### config.mk
export PLATFORM = sky130hd
export DESIGN_NAME = alu_exec_responder
export DESIGN_NICKNAME = d
export VERILOG_FILES = /design/src/rtl/alu_exec_pkg.sv /design/src/rtl/alu_comb_core.sv /design/src/rtl/alu_exec_responder.sv
export SDC_FILE = /design/constraint.sdc
export NUM_CORES = 1
export LEC_CHECK = 0
export BUFFER_PORTS_ARGS = -buffer_cell sky130_fd_sc_hd__clkbuf_2
export CAP_MARGIN = 5
export CORE_MARGIN = 5
export CORE_UTILIZATION = 45
export DETAILED_ROUTE_END_ITERATION = 12
export PLACE_DENSITY = 0.63
export SYNTH_ARGS = -nofsm -noshare
export SYNTH_HDL_FRONTEND = slang
export SYNTH_SLANG_ARGS = --single-unit
### constraint.sdc
create_clock -name clk -period 4.1 [get_ports clk]
set_input_delay 0.82 -clock clk [delete_from_list [all_inputs] [get_ports clk]]
set_output_delay 0.82 -clock clk [all_outputs]
set_load 0.02 [all_outputs]
### src/rtl/alu_exec_pkg.sv
// Shared types for the ALU execution responder: op encoding and FSM states.
// No logic; latency and backpressure are defined by the modules that import it.
// TAG_VALID is the reserved CDB tag and must never be used as ALU_TAG.
package alu_exec_pkg;

    typedef enum logic [3:0] {
        FN_ADD    = 4'd0,
        FN_SUB    = 4'd1,
        FN_SLL    = 4'd2,
        FN_SLT    = 4'd3,
        FN_SLTU   = 4'd4,
        FN_XOR    = 4'd5,
        FN_SRL    = 4'd6,
        FN_SRA    = 4'd7,
        FN_OR     = 4'd8,
        FN_AND    = 4'd9,
        FN_PASS_B = 4'd10,
        FN_MUL    = 4'd11
    } func_sel_e;

    typedef enum logic [1:0] {
        IDLE  = 2'd0,
        EXEC  = 2'd1,
        BCAST = 2'd2
    } resp_state_e;

    localparam logic [1:0] TAG_VALID = 2'b11;

endpackage

### src/rtl/alu_comb_core.sv
// Single-cycle ALU datapath: (a, b, func_sel) -> result.
// Latency: purely combinational. Backpressure: none, the caller registers the result.
module alu_comb_core
    import alu_exec_pkg::*;
#(
    parameter int DATA_WIDTH = 32
) (
    input  logic [DATA_WIDTH-1:0] a,
    input  logic [DATA_WIDTH-1:0] b,
    input  logic [3:0]            func_sel,
    output logic [DATA_WIDTH-1:0] result
);

    logic [4:0] shamt;
    logic       lt_s;
    logic       lt_u;

    assign shamt = b[4:0];
    assign lt_s  = $signed(a) < $signed(b);
    assign lt_u  = a < b;

    // MUL and the unused codes fall to the default; the top handles MUL itself.
    always_comb begin
        result = '0;
        case (func_sel_e'(func_sel))
            FN_ADD:    result = a + b;
            FN_SUB:    result = a - b;
            FN_SLL:    result = a << shamt;
            FN_SLT:    result = {{(DATA_WIDTH-1){1'b0}}, lt_s};
            FN_SLTU:   result = {{(DATA_WIDTH-1){1'b0}}, lt_u};
            FN_XOR:    result = a ^ b;
            FN_SRL:    result = a >> shamt;
            FN_SRA:    result = $signed(a) >>> shamt;
            FN_OR:     result = a | b;
            FN_AND:    result = a & b;
            FN_PASS_B: result = b;
            default:   result = '0;
        endcase
    end

endmodule

### src/rtl/alu_exec_responder.sv
// ALU responder: accepts one issued op, executes it, holds the result on the CDB until granted.
// Latency: 1 cycle, or DATA_WIDTH+1 for MUL when ALU_EXEC_RESPONDER_MUL_EN is defined.
// Backpressure: issue_ready only in IDLE or in the grant cycle of BCAST; flush drops everything.
module alu_exec_responder
    import alu_exec_pkg::*;
#(
    parameter int         DATA_WIDTH          = 32,
    parameter int         PHYS_REG_ADDR_WIDTH = 6,
    parameter logic [1:0] ALU_TAG             = 2'b00
) (
    input  logic                           clk,
    input  logic                           reset,
    input  logic                           flush,
    input  logic                           issue_valid,
    output logic                           issue_ready,
    input  logic [DATA_WIDTH-1:0]          data_a,
    input  logic [DATA_WIDTH-1:0]          data_b,
    input  logic [3:0]                     func_sel,
    input  logic [PHYS_REG_ADDR_WIDTH-1:0] rd_phys_addr,
    output logic                           cdb_valid,
    output logic [1:0]                     cdb_tag,
    output logic [DATA_WIDTH-1:0]          cdb_data,
    output logic [PHYS_REG_ADDR_WIDTH-1:0] cdb_dest_reg,
    input  logic                           cdb_grant,
    output logic                           busy
);

    resp_state_e                    state;
    resp_state_e                    state_nxt;
    resp_state_e                    start_state;
    logic                           accept;
    logic [DATA_WIDTH-1:0]          alu_res;
    logic [DATA_WIDTH-1:0]          result_q;
    logic [PHYS_REG_ADDR_WIDTH-1:0] dest_q;

    assign cdb_tag = ALU_TAG;
    assign accept  = issue_valid & issue_ready;

    alu_comb_core #(.DATA_WIDTH(DATA_WIDTH)) u_core (
        .a        (data_a),
        .b        (data_b),
        .func_sel (func_sel),
        .result   (alu_res)
    );

`ifdef ALU_EXEC_RESPONDER_MUL_EN
    localparam int             CNT_W    = $clog2(DATA_WIDTH);
    localparam logic [CNT_W-1:0] CNT_LAST = CNT_W'(DATA_WIDTH-1);

    logic [CNT_W-1:0]      cnt;
    logic [DATA_WIDTH-1:0] mcand;
    logic [DATA_WIDTH-1:0] mplier;
    logic [DATA_WIDTH-1:0] acc;
    logic [DATA_WIDTH-1:0] acc_nxt;
    logic                  mul_done;

    assign start_state = (func_sel_e'(func_sel) == FN_MUL) ? EXEC : BCAST;
    assign acc_nxt     = acc + (mplier[0] ? mcand : '0);
    assign mul_done    = (state == EXEC) && (cnt == CNT_LAST);

    // Shift-add: one multiplier bit per cycle; only low DATA_WIDTH product bits are kept.
    always_ff @(posedge clk or negedge reset) begin
        if (!reset) begin
            cnt    <= '0;
            mcand  <= '0;
            mplier <= '0;
            acc    <= '0;
        end else if (accept) begin
            cnt    <= '0;
            mcand  <= data_a;
            mplier <= data_b;
            acc    <= '0;
        end else if (state == EXEC) begin
            cnt    <= cnt + 1'b1;
            mcand  <= mcand << 1;
            mplier <= mplier >> 1;
            acc    <= acc_nxt;
        end
    end
`else
    assign start_state = BCAST;
`endif

    always_ff @(posedge clk or negedge reset) begin
        if (!reset) begin
            state <= IDLE;
        end else begin
            state <= state_nxt;
        end
    end

    always_comb begin
        state_nxt = state;
        case (state)
            IDLE:    if (accept) state_nxt = start_state;
`ifdef ALU_EXEC_RESPONDER_MUL_EN
            EXEC:    if (mul_done) state_nxt = BCAST;
`endif
            BCAST:   if (cdb_grant) state_nxt = accept ? start_state : IDLE;
            default: state_nxt = IDLE;
        endcase
        if (flush) state_nxt = IDLE;
    end

    always_ff @(posedge clk or negedge reset) begin
        if (!reset) begin
            result_q <= '0;
            dest_q   <= '0;
        end else if (accept) begin
            result_q <= alu_res;
            dest_q   <= rd_phys_addr;
        end
`ifdef ALU_EXEC_RESPONDER_MUL_EN
        else if (mul_done) begin
            result_q <= acc_nxt;
        end
`endif
    end

    // issue_ready is qualified with reset so every output reads 0 while reset is held.
    always_comb begin
        issue_ready  = 1'b0;
        cdb_valid    = 1'b0;
        cdb_data     = '0;
        cdb_dest_reg = '0;
        busy         = (state != IDLE);
        case (state)
            IDLE:  issue_ready = reset & ~flush;
            BCAST: begin
                cdb_valid    = 1'b1;
                cdb_data     = result_q;
                cdb_dest_reg = dest_q;
                issue_ready  = reset & ~flush & cdb_grant;
            end
            default: ;
        endcase
    end

endmodule

==> flow_metrics.env <==
export IMPL_status="complete, no violations"
export IMPL_end_kind="flop"
export IMPL_synth_area_per_cell_sq_um=6.999
export IMPL_drtIter0Drc=1532
export IMPL_synth_compound_area_share_pct=35.65
export IMPL_tns_ns=0
export IMPL_pwr_share_clk_pct=16.4
export IMPL_clkTransAtPathRegs_ns=0.07
export IMPL_final_nets=1843
export IMPL_diodes=0
export IMPL_synthMuxAreaShare_pct=11.89
export IMPL_p_leak_nw=5.652
export IMPL_finalInstanceArea_sq_mm=0.01234
export IMPL_io_pins=122
export IMPL_cts_sinks=39
export IMPL_clock_path_buffers=2
export IMPL_ys_flop_type="dfrtp_1"
export IMPL_slew_headroom_pct=43.51
export IMPL_synth_cells=1523
export IMPL_cts_tree="built"
export IMPL_grt_total_usage_pct=39.36
export IMPL_grt_ovfl_total=0
export IMPL_drt_vias_per_instance=6.617
export IMPL_grt_pass1_vias=12380
export IMPL_max_cap_violations=0
export IMPL_stdcell_count=1982
export IMPL_postRouteAntennaNets=0
export IMPL_drive_gt1_share_pct=19.78
export IMPL_synth_xor_area_share_pct=1.068
export IMPL_cpMaxStageDelayCell="a2111oi_0"
export IMPL_internal_power_mw=1.262
export IMPL_comb_power_share_pct=65.3
export IMPL_grt_start_max_net_pins=70
export IMPL_dpl_instance_area_sq_mm=0.01219
export IMPL_worstMarginPinSlew_ns=0.8464
export IMPL_worstSetupStartpointType="input pin"
export IMPL_arrival_ns=4.10
export IMPL_slew_violations=0
export IMPL_fin_crit_ns=3.937
export IMPL_period_share_pct=96.02
export IMPL_yosys_area_share_simple_pct=21.52
export IMPL_post_cts_buffers=0
export IMPL_synth_top_family_by_area="compound AO/OA/AOI/OAI gates"
export IMPL_ys_seq_elements=39
export IMPL_power_frac_seq_pct=18.3
export IMPL_hp_class="reg -> reg"
export IMPL_hold_buffers=0
export IMPL_placementRows=56
export IMPL_synth_fa_ha_area_share_pct=12.11
export IMPL_grt_use_met1_pct=52.35
export IMPL_cts_root_buf="clkbuf_16"
export IMPL_synth_area_sq_mm=0.01066
export IMPL_yosysSeqAreaShare_pct=9.156
export IMPL_clk_latency_ns=0.29
export IMPL_synth_edf_count=0
export IMPL_met3_usage_pct=7.955
export IMPL_htreeDepth=2
export IMPL_rsz0062_at_grt="false"
export IMPL_switching_power_mw=1.252
export IMPL_start_util_pct=45.55
export IMPL_die_area_sq_mm=0.02686
export IMPL_critPathKind="in -> reg"
export IMPL_synth_cell_types=93
export IMPL_gp_congestion=1.057
export IMPL_core_sq_mm=0.02340
export IMPL_finalHoldViolCount=0
export IMPL_switching_share_pct=49.80
export IMPL_dpl_cell_count=1974
export IMPL_num_fill_cells=2409
export IMPL_wl_per_cell_microns=27.42
export IMPL_multi_input_area_sq_mm=0.008797
export IMPL_numCtsBuffers=5
export IMPL_grtUsageMet2_pct=60.54
export IMPL_vias=13120
export IMPL_skew_ns=0.003646
export IMPL_cts_resized=0
export IMPL_fmax_ghz=0.2540
export IMPL_hpwlAfterDp_microns=43680
export IMPL_first_pass_iters=5
export IMPL_area_growth_pct=15.79
export IMPL_sequential_cell_area_sq_um=975.9
export IMPL_drc=0
export IMPL_antenna_found_initial=1
export IMPL_die_x_microns=163.9
export IMPL_async_flop_share_pct=100.0
export IMPL_worstPathRequired_ns=4.27
export IMPL_busiest_layer="met2"
export IMPL_drt_wl_total_microns=54350
export IMPL_grt_pass1_wl_microns=79670
export IMPL_critical_path_most_common_cell="o21ai_1"
export IMPL_io_buffer_count=119
export IMPL_die_h_microns=163.9
export IMPL_setup_viol=0
export IMPL_slowest_delay_ns=0.50
export IMPL_ys_warn_count=0
export IMPL_path_max_fanout=3
export IMPL_worstPathCellList="clkbuf_2 -> inv_1 -> ha_1 -> fa_1 -> o21bai_1 -> a211oi_2 -> o31ai_2 -> a21oi_1 -> o21ai_1 -> o21ai_1 -> a211oi_1 -> o21ai_0 -> a2111oi_0 -> nor2_1"
export IMPL_peakVddDrop_uv=161.4
export IMPL_pwr_density_cell_mw_per_mm2=203.7
## worst paths after layout
kind / cells after the start / to / slack [ns] / start
setup / recovery: 14 / result_q[0]$_DFFE_PN0P_ / 0.16 / data_a[0]
hold / removal: 2 / result_q[1]$_DFFE_PN0P_ / 0.47 / result_q[1]$_DFFE_PN0P_
setup reg to reg: 10 / result_q[23]$_DFFE_PN0P_ / 1.29 / state[1]$_DFFE_PN0P_
hold reg to reg: 2 / result_q[1]$_DFFE_PN0P_ / 0.47 / result_q[1]$_DFFE_PN0P_
max in group asynchronous: 2 / result_q[12]$_DFFE_PN0P_ / 3.13 / reset
min in group asynchronous: 2 / result_q[31]$_DFFE_PN0P_ / 0.59 / reset
## cells in the mapped netlist, types with 4 or more instances
cell       instances  share of area (%)
nor2b_1           15               0.88
o2111ai_1         10               0.82
xnor2_1           12               0.99
nand3_1           17               0.80
and2_1            45                2.6
nand2b_1          17                1.0
or3_1              8               0.47
o21a_1             4               0.28
and3_1             8               0.47
nor2_1           161                5.7
a21oi_1          161                7.6
mux2_2            19                2.0
buf_2             35                1.6
o22ai_1           21                1.2
a22oi_1           27                1.9
nand4_1           10               0.59
nor3_1            31                1.5
o21ai_0           98                4.6
mux2i_1           58                5.4
a221o_1           10               0.94
o31ai_1           13               0.92
and4_1             4               0.33
a31oi_1           21                1.2
a211oi_1          25                1.8
o211ai_1          24                1.7
nor4_1             8               0.47
a211o_1            9               0.74
inv_1             96                3.4
nand2_1          145                5.1
dfrtp_1           39                9.2
o221ai_1          16                1.3
buf_4             10               0.70
clkbuf_1          55                1.9
buf_1             14               0.49
ha_1             100                 12
a21o_1            15                1.1
mux4_2            21                4.4
a2111oi_0          5               0.41
o211a_1            5               0.47
o21bai_1          20                1.4
a221oi_1          23                1.9
a22o_1             7               0.58
## sequential cells by signal, indices dropped and copies added, names as in the netlist
name and cells:
state 1, result_q 32, dest_q 6
## cell families (layout without fill, tap and decap cells)
logic type / Yosys count / after routing
other: 1 / 2
AOI/OAI and AO/OA: 564 / 564
DFF: 39 / 39
and+or+nand+nor: 489 / 489
adders and majority gates: 102 / 102
buffers and inverters: 217 / 356
xor gates and xnor gates: 13 / 13
muxes: 98 / 98
## cell type report
type / instances / area share, %
timing repair buffer: 249 / 13.36
inverter: 99 / 3.011
clock buffer: 5 / 1.014
sequential: 39 / 7.908
multi-input combinational: 1268 / 71.28
clock inverter: 3 / 0.1926
tap: 319 / 3.234
## layer usage
layer	share of wire (%)	wire (microns)	vias up
met1	40	21810	6232
met5	0	0	-
met3	10	5414	162
li1	-	-	5900
met4	6.4	3463	0
met2	44	23660	821
## power groups by stage
stage                     clock [mW]  sequential [mW]  combinational (mW)
after floorplan                    0            0.457               0.957
after global placement             0            0.464                1.58
after detailed placement           0            0.467                1.58
after CTS                      0.414            0.460                1.59
after global routing           0.434            0.467                1.73
final                          0.413            0.460                1.64
## through the flow
stage	total power, mW	util [%]	hold WS [ns]	setup WS (ns)
6_report	2.514	52.74	0.4659	0.1633
5_1_grt	2.635	52.74	0.5061	0.03790
4_1_cts	2.462	52.74	0.4694	0.3498
3_5_place_dp	2.046	52.10	0.4554	0.07696
3_3_place_gp	2.039	52.10	0.4463	0.1200
2_1_floorplan	1.414	-	0.4311	0.06280
## critical path, delay by kind of cell
| kind | cells | cell delay, ns |
|---|---|---|
| buffers and inverters | 2 | 0.16 |
| AO/OA/AOI/OAI | 9 | 2.42 |
| adder cells (fa/ha/maj) | 2 | 0.62 |
| AND/OR/NAND/NOR | 1 | 0.09 |
## cell usage in the layout, fill, tap and decap left out, drive strengths merged, types with 33 or more instances in the layout
cell type	netlist	final
buf	61	131
ha	100	100
mux2i	58	58
nor2	162	162
inv	98	99
and2	45	45
clkbuf	57	123
nand2	145	145
dfrtp	39	39
a21oi	161	161
nor3	33	33
o21ai	102	102
(Power assumes the default switching activity.)
